### src/rtl/seq_det_moore_param.sv
// seq_det_moore_param: parametrised Moore serial pattern detector with KMP transitions and saturating match counter (counter enabled by SEQ_DET_COUNT_EN)
module seq_det_moore_param #(
    parameter int                 SEQ_LEN = 4,
    parameter logic [SEQ_LEN-1:0] SEQ     = 4'b1011,
    parameter bit                 OVERLAP = 1'b1,
    parameter int                 CNT_W   = 8
) (
    input  logic                         clk,
    input  logic                         reset,
    input  logic                         enable,
    input  logic                         clr,
    input  logic                         x,
    output logic                         y,
    output logic [$clog2(SEQ_LEN+1)-1:0] state,
    output logic [CNT_W-1:0]             match_cnt
);

    localparam int          SW = $clog2(SEQ_LEN + 1);
    localparam int unsigned PV = 32'(SEQ);

    if (SEQ_LEN < 2 || SEQ_LEN > 16) begin : g_bad_len
        $error("seq_det_moore_param: SEQ_LEN must be in 2..16");
    end

    // Pattern bit i, where bit SEQ_LEN-1 is received first.
    function automatic int bit_at(input int i);
        return int'((PV >> i) & 32'd1);
    endfunction

    // First k received bits of the pattern, as a k-bit value.
    function automatic int pre(input int k);
        return int'(PV >> (SEQ_LEN - k));
    endfunction

    // Longest proper border of the length-s pattern prefix.
    function automatic int fail_of(input int s);
        int r;
        r = 0;
        for (int k = 1; k < s; k++)
            if ((pre(s) & ((1 << k) - 1)) == pre(k)) r = k;
        return r;
    endfunction

    // Full KMP automaton transition from prefix length s on input bit b.
    function automatic int delta(input int s, input int b);
        int k;
        if (s < SEQ_LEN && b == bit_at(SEQ_LEN - 1 - s)) return s + 1;
        if (s == 0) return 0;
        k = fail_of(s);
        for (int i = 0; i < SEQ_LEN; i++)
            if (k > 0 && b != bit_at(SEQ_LEN - 1 - k)) k = fail_of(k);
        return (b == bit_at(SEQ_LEN - 1 - k)) ? k + 1 : 0;
    endfunction

    logic [SW-1:0] tab0 [SEQ_LEN+1];
    logic [SW-1:0] tab1 [SEQ_LEN+1];

    for (genvar s = 0; s <= SEQ_LEN; s++) begin : g_tab
        localparam logic [SW-1:0] T0 = SW'(delta(s, 0));
        localparam logic [SW-1:0] T1 = SW'(delta(s, 1));
        assign tab0[s] = T0;
        assign tab1[s] = T1;
    end

    logic [SW-1:0] nxt;
    logic          hit;

    // Next prefix length: table lookup, except a non-overlapping search restarts after a match.
    always_comb begin
        nxt = x ? tab1[state] : tab0[state];
        if (!OVERLAP && state == SW'(SEQ_LEN))
            nxt = (x == SEQ[SEQ_LEN-1]) ? SW'(1) : SW'(0);
        hit = (nxt == SW'(SEQ_LEN));
    end

    // State and registered Moore flag; clear wins over any match on the same enabled edge.
    always_ff @(posedge clk or negedge reset) begin
        if (!reset) begin
            state <= '0;
            y     <= 1'b0;
        end else if (enable) begin
            state <= clr ? '0 : nxt;
            y     <= clr ? 1'b0 : hit;
        end
    end

`ifdef SEQ_DET_COUNT_EN
    // Saturating count of completed matches.
    always_ff @(posedge clk or negedge reset) begin
        if (!reset)
            match_cnt <= '0;
        else if (enable) begin
            if (clr)
                match_cnt <= '0;
            else if (hit && match_cnt != {CNT_W{1'b1}})
                match_cnt <= match_cnt + 1'b1;
        end
    end
`else
    assign match_cnt = '0;
`endif

endmodule

### config.mk
export PLATFORM = sky130hd
export DESIGN_NAME = seq_det_moore_param
export DESIGN_NICKNAME = d
export VERILOG_FILES = /design/src/rtl/seq_det_moore_param.sv
export SDC_FILE = /design/constraint.sdc
export NUM_CORES = 1
export LEC_CHECK = 0
export ABC_AREA = 0
export CAP_MARGIN = 15
export CORE_AREA = 4 4 41 43
export DETAILED_ROUTE_END_ITERATION = 10
export DIE_AREA = 0 0 45 47
export PLACE_DENSITY = 0.54
export SKIP_LAST_GASP = 1
export SLEW_MARGIN = 30
export SYNTH_ARGS = -nofsm -noshare
export SYNTH_HDL_FRONTEND = slang
export SYNTH_SLANG_ARGS = --single-unit
### constraint.sdc
create_clock -name clk -period 1.2 [get_ports clk]
set_clock_uncertainty 0.05 [all_clocks]
set_input_delay 0.24 -clock clk [delete_from_list [all_inputs] [get_ports clk]]
set_output_delay 0.24 -clock clk [all_outputs]
set_load 0.01 [all_outputs]
### Yosys cells after proc, flatten, opt, wreduce, memory -nomap -nowiden

Memories as Yosys holds them, arrays and structs flattened.
Index checks and enable logic that the tools add are counted.

| storage, ports and cells | value |
|---|---|
| output and inout port bits | 12 |
| memory bits (read-only) | 48 |
| logic and storage cells | 14 |
| register bits after elaboration | 4 |
| memories | 2 |
| input port bits | 5 |

| cells by class | value |
|---|---|
| bitwise operators | 1 |
| eq/ne operators | 1 |
| magnitude comparators | 1 |
| muxes and demuxes | 7 |

Memories:

| name | depth | bits a word | rd ports | clocked after memory_dff | write ports | RTL line | text |
|---|---|---|---|---|---|---|---|
| (name not given) | 8 | 3 | 1 | 0 | 0 | 70 | `nxt = x ? tab1[state] : tab0[state];` |
| (name not given) | 8 | 3 | 1 | 0 | 0 | 70 |  |

Operator list:

| operator | number |
|---|---|
| 3-bit two-way mux | 6 |
| 4-bit greater-or-equal comparator, second input constant | 1 |
| 3-bit NOT with 4-bit output | 1 |
| 3-bit equality test, second input constant | 1 |
| 1-bit two-way mux | 1 |

### Longest topological paths before layout

Gate-level depths: netlist (run 1).

| depth | value |
|---|---|
| depth after elaboration | 7 |
| gate-level depth with buffers | 3 |
| depth with buffers taken out | 3 |

### Worst setup path before layout (run 1)

OpenSTA, ideal clock, no wires.

| path | value |
|---|---|
| path type | register -> register |
| start | register state[2] |
| end | register state[1] |
| cell stages (with the launch flop) | 4 |
| period minus slack after synthesis | 0.992 ns |
| slack | 0.208 ns |
| arrival time | 0.821 ns |
| path buffers | 0 |
| path through | dfrtp_1 nor3b_2 a21bo_1 a22o_1 |

| on the way | value |
|---|---|
| longest elaborated chain between the ends | 6 |
| elaborated cells between the ends (all ways) | 9 |
| those cells by class | mux (6); bitwise (1); memory (2) |

Ends and longest elaborated chain:

| item | RTL line | text |
|---|---|---|
| start: declaration | 14 | `output logic [$clog2(SEQ_LEN+1)-1:0] state,` |
| start signal: assignment | 82 | `state <= clr ? '0 : nxt;` |
| 3-bit NOT with 4-bit output (implied by the code) (*) | 70 |  |
| memory read 8 x 3 bit | n/a |  |
| 3-bit two-way mux (implied by the code) (2 in series) | 70 |  |
| 3-bit two-way mux (*) | 70 |  |
| 3-bit two-way mux (*) | 82 |  |

Every way passes the cells marked *; elsewhere a longest branch is shown, timed or not. The select of a mux whose other input is x is not followed.
A chain may end at the register's enable or synchronous reset.

### Final worst setup path (run 1)

| path | value |
|---|---|
| start | register state[1] |
| end | output state[1] |

No word-level cell between the ends.

==> flow_summary.json, run 1 <==
{
  "grt_setup_unrepaired": "no",
  "multi_input_area_um2": 103,
  "ir_drop_mv": 0.217,
  "antenna_found_initial": 0,
  "start_util_pct": 19.3,
  "htree_levels": 1,
  "fin_crit_ps": 1160,
  "synth.top_cell.area_share_pct": 39.8,
  "syn_area_um2": 251,
  "grt_use_met2_pct": 6.50,
  "wl_per_cell_um": 8.45,
  "synth_top_area_cell": "dfrtp_1",
  "grt_usage_pct": 6.10,
  "cts_sinks": 4,
  "cap_viol_max_count": 0,
  "ctsHoldBuffers": 0,
  "top_usage_layer": "met4",
  "gp_congestion": 0.806,
  "cp_slowest_cell": "dfrtp_1",
  "slew_violations": 0,
  "cpPeakStageDelay_ps": 360,
  "synth_seq_cells": 4,
  "clkTransAtPathRegs_ps": 40,
  "groute.layer.met3.usage_pct": 4.98,
  "synthTopCellsByCount": "buf_4, dfrtp_1, inv_1",
  "cts_tree": "done",
  "synth_seq_area_share_pct": 39.8,
  "nets": 50,
  "hold_path_class": "in2async",
  "vias_per_cell": 3.62,
  "syn-instance-count": 27,
  "powerDensity_mw_per_mm2": 980,
  "criticalPathCategory": "reg2out",
  "fmax_ghz": 0.860,
  "synthArstFlopShare_pct": 100,
  "cp_num_buf_inv": 1,
  "ios": 17,
  "setup_viol": 0,
  "coreArea_mm2": 0.00130,
  "cp_max_fo": 2,
  "hold_violations": 0,
  "synth.most_common_cell": "buf_4",
  "wl_um": 490,
  "num_rows": 13,
  "cts_buffers": 3,
  "clock_latency_ps": 230,
  "path_delay_family": "flip-flops",
  "crit_path_start_kind": "flop",
  "clk_path_buf_depth": 2,
  "place_area_um2": 362,
  "io_buffer_count": 8,
  "ys.flop_type": "dfrtp_1",
  "stdcell_count": 58,
  "dieArea_mm2": 0.00212,
  "grt-ovfl-total": 0,
  "drtIter0Drc": 5,
  "die_y_um": 47,
  "fillers": 147,
  "yosysUniqueCellTypes": 12,
  "syn_to_final_growth_pct": 51.7,
  "dr.pass1.iters": 4,
  "cp.required_ps": 910,
  "rrSetupSlack_ps": 130,
  "syn_area_per_cell_um2": 9.31,
  "drive_gt1_share_pct": 23.3,
  "post-place-cells": 55,
  "grt_start_max_net_pins": 7,
  "grtUsageMet1_pct": 6.64,
  "p_total_uw": 374,
  "ff_latch_area_um2": 100,
  "synth_edf_count": 0,
  "diodes": 0,
  "fp.dieW_um": 45,
  "cp.arrival_ps": 870,
  "ant_nets": 0,
  "grt_first_pass_wirelength_um": 800,
  "vias": 210,
  "end_kind": "primary output",
  "fin_area_um2": 382,
  "cts_root_buffer": "clkbuf_4",
  "ys_top_cells_by_area": "dfrtp_1, buf_4, o21ai_0",
  "path_cells": "dlygate4sd2_1",
  "grt_pass1_vias": 199,
  "power_leakage_nw": 0.197,
  "timing.final.crit_share_pct": 96.9,
  "drc_errors": 0,
  "post-dp-hpwl_um": 428,
  "status": "finished clean",
  "yosys_warnings": 0
}
## report_power, final
group	internal, mW	switching, mW	total, mW
clock network	0.111	0.0481	0.160
registers	0.141	0.00239	0.143
logic	0.0367	0.0346	0.0713
total	0.289	0.0851	0.374
## cells by family (layout without fill, tap and decap cells)
family / Yosys count / in the layout / synth area share, %
flops: 4 / 4 / 39.8
buf+inv: 12 / 21 / 29.8
simple gates: 3 / 3 / 8.95
compound gates: 7 / 7 / 19.9
other cells: 1 / 8 / 1.49
## state kept, by name (all words and copies together), names as in the netlist
register / flops
y: 1
state: 3
## cell usage in the layout (no fill, tap or decap)
cell type        synthesis  layout
buf_4                    8       6
nand4_1                  1       1
inv_1                    4       4
o2111ai_1                1       1
clkdlybuf4s15_1          0       2
nand2_1                  1       1
o21ai_0                  3       3
clkbuf_4                 0       3
a21bo_1                  1       1
clkdlybuf4s50_1          0       4
a211oi_1                 1       1
nor3b_2                  1       1
a22o_1                   1       1
conb_1                   1       8
dfrtp_1                  4       4
dlygate4sd2_1            0       2
## stage by stage
stage	setup WS, ps	hold WS, ps	util, %	TNS (ps)
after floorplan	208	-106	-	0
after global placement	-139	406	27.8	-261
after detailed placement	-149	409	27.8	-317
after CTS	-0.523	161	29.1	-0.523
after global routing	4.26	181	29.3	0
final	37.5	164	29.3	0
## timing repair
item / CTS / global route
buffers inserted: 0 / 0
setup endpoints to repair: 4 / 2
resized for setup: 4 / 2
pin swaps: 0 / 0
## layout make-up
class	count	share of cell area, %
Sequential cell	4	26.2
Tap cell	15	4.92
Inverter	4	3.93
Clock buffer	3	5.90
Multi-Input combinational cell	18	26.9
Timing Repair Buffer	14	32.1
## per-layer routing
metal	share of wire, %	vias up	routed length [um]
li1	-	108	-
met1	44	90	215
met2	40	12	196
met3	16	0	79
met4	0	0	0
met5	0	-	0
## worst paths after layout
| kind | startpoint | end | cells after the start |
|---|---|---|---|
| max in group asynchronous | reset | y | 1 |
| min reg2reg | y | y | 2 |
| min | reset | state[1] | 1 |
| max reg2reg | state[2] | y | 4 |
| max | state[1] | state[1] | 1 |
| min in group clk | y | y | 2 |
(Power assumes the default switching activity.)
==> inputs of run 2 (changes only) <==
- CAP_MARGIN: 15 -> 20
- PLACE_DENSITY: 0.54 -> 0.56
- clock period: 1.2 -> 1.05 ns (I/O delays scaled with it)
==> run 2 against run 1 <==
Sequential share of layout area is 0.35 points higher. Non-clock buffer count stayed put. Power increased by 16%. Register-to-register slack worse by 160 ps. Worst hold slack got worse by 33 ps. Clock-buffer cell count unchanged. The flow now finishes with violations (setup timing). Critical endpoint is now state[1]. Critical path depth is 3 higher. Core utilization is 0.38 points lower. Global-route usage rose by 0.64 points. Worst setup slack lost 64 ps. Sequential cell count did not move.
==> flow_summary.json, run 2 (synthesis gave the netlist of run 1 again) <==
{
  "post-place-cells": 55,
  "crit_path_start_kind": "flop",
  "cts_root_buffer": "clkbuf_4",
  "io_buffer_count": 8,
  "p_total_uw": 433,
  "rr_endpoint": "state[1]",
  "layout_commonest_cell": "conb_1",
  "ctsHoldBuffers": 0,
  "grt_usage_pct": 6.74,
  "clk_path_buf_depth": 2,
  "ant_nets": 0,
  "power_leakage_nw": 0.197,
  "drtIter0Drc": 0,
  "cts_buffers": 3,
  "post-cts-setup-buffer-count": 0,
  "coreArea_mm2": 0.00130,
  "dr.pass1.iters": 1,
  "cts_tree": "done",
  "wl_um": 584,
  "fmax_ghz": 0.929,
  "fin_crit_ps": 1080,
  "largest_reg_flops": 3,
  "grt_setup_unrepaired": "yes",
  "drc_errors": 0,
  "rr_worst_depth": 4,
  "cp.required_ps": 1120,
  "regMostFlops": "state",
  "grt_pass1_vias": 240,
  "cp_max_fo": 3,
  "grt_start_max_net_pins": 7,
  "failed_checks": "setup timing",
  "syn_to_final_growth_pct": 49.8,
  "diodes": 0,
  "rrSetupSlack_ps": -30,
  "fp.dieW_um": 45,
  "setup_viol": 2,
  "die_y_um": 47,
  "start_util_pct": 19.3,
  "final_cell_mix": "conb_1, buf_4, buf_2, dfrtp_1",
  "dieArea_mm2": 0.00212,
  "timing.final.crit_share_pct": 103,
  "gp_congestion": 0.839,
  "grt-ovfl-total": 0,
  "num_rows": 13,
  "cts_sinks": 4,
  "cp.arrival_ps": 1140,
  "end_kind": "flop",
  "htree_levels": 1,
  "largest_registers": "state: 3 flops, y: 1 flops",
  "vias": 215,
  "clock_latency_ps": 230,
  "powerDensity_mw_per_mm2": 1150,
  "drive_gt1_share_pct": 37.2,
  "antenna_found_initial": 0,
  "ir_drop_mv": 0.329,
  "post-dp-hpwl_um": 421,
  "path_cells": "buf_6 > inv_1 > a211oi_2 > a22o_1",
  "nets": 50,
  "cap_viol_max_count": 0,
  "ios": 17,
  "wl_per_cell_um": 10.1,
  "vias_per_cell": 3.71,
  "hold_path_class": "in2async",
  "cpPeakStageDelay_ps": 380,
  "reg2reg_from": "state[2]",
  "status": "complete, but fails checks",
  "slew_violations": 0,
  "grt_first_pass_wirelength_um": 931,
  "worst_slack_ps": -26.7,
  "criticalPathCategory": "reg2reg",
  "clkTransAtPathRegs_ps": 40,
  "stdcell_count": 58,
  "cp_slowest_cell": "dfrtp_1",
  "hold_violations": 0
}
[run 2: per-layer routing]
layer | share of wire, % | routed length, um | global-route usage (%) | vias to the layer above
li1 | - | - | - | 107
met1 | 37 | 216 | 6.65 | 92
met2 | 45 | 260 | 9.60 | 14
met3 | 16 | 91 | 3.83 | 2
met4 | 2.4 | 14 | 7.02 | 0
met5 | 0 | 0 | 0 | -
[run 2: worst max-delay path by stage]
| stage | from | endpoint | slack, ps |
|---|---|---|---|
| final | state[2] | state[1] | -30 |
| after global routing | state[2] | state[1] | -80 |
| after CTS | state[2] | y | -7 |
| after detailed placement | x | state[1] | -260 |
| after global placement | x | state[1] | -250 |
| after floorplan | state[2] | state[1] | 60 |
[run 2: layout make-up]
type | instances | area, um^2
Tap cell | 15 | 18.8
Timing Repair Buffer | 14 | 106
Clock buffer | 3 | 22.5
Inverter | 4 | 15.0
Fill cell | 151 | 925
Sequential cell | 4 | 100
Multi-Input combinational cell | 18 | 114
[run 2: per-stage QoR]
stage	worst slack, ps	TNS [ps]	hold slack, ps	instance area (um^2)	utilization [%]
after floorplan	58.0	0	-136	278	-
after global placement	-253	-1060	377	362	27.8
after detailed placement	-259	-1080	380	362	27.8
after CTS	-7.31	-7.31	125	372	28.6
after global routing	-80.6	-222	142	377	28.9
final	-26.7	-27.9	131	377	28.9
[run 2: worst max-delay path: cells and delay by family, from the launching register on]
family	cells	cell delay, ps
flip-flops	1	380
AO/OA/AOI/OAI	2	300
buffers and inverters	2	220
[run 2: where the power goes]
group | switching, mW | internal [mW]
clock | 0.0583 | 0.128
sequential | 0.00268 | 0.161
combinational | 0.0437 | 0.0399
[run 2: what timing repair did]
action,CTS,global route
pin swaps,1,0
setup endpoints to repair,7,4
gates resized for setup,21,2
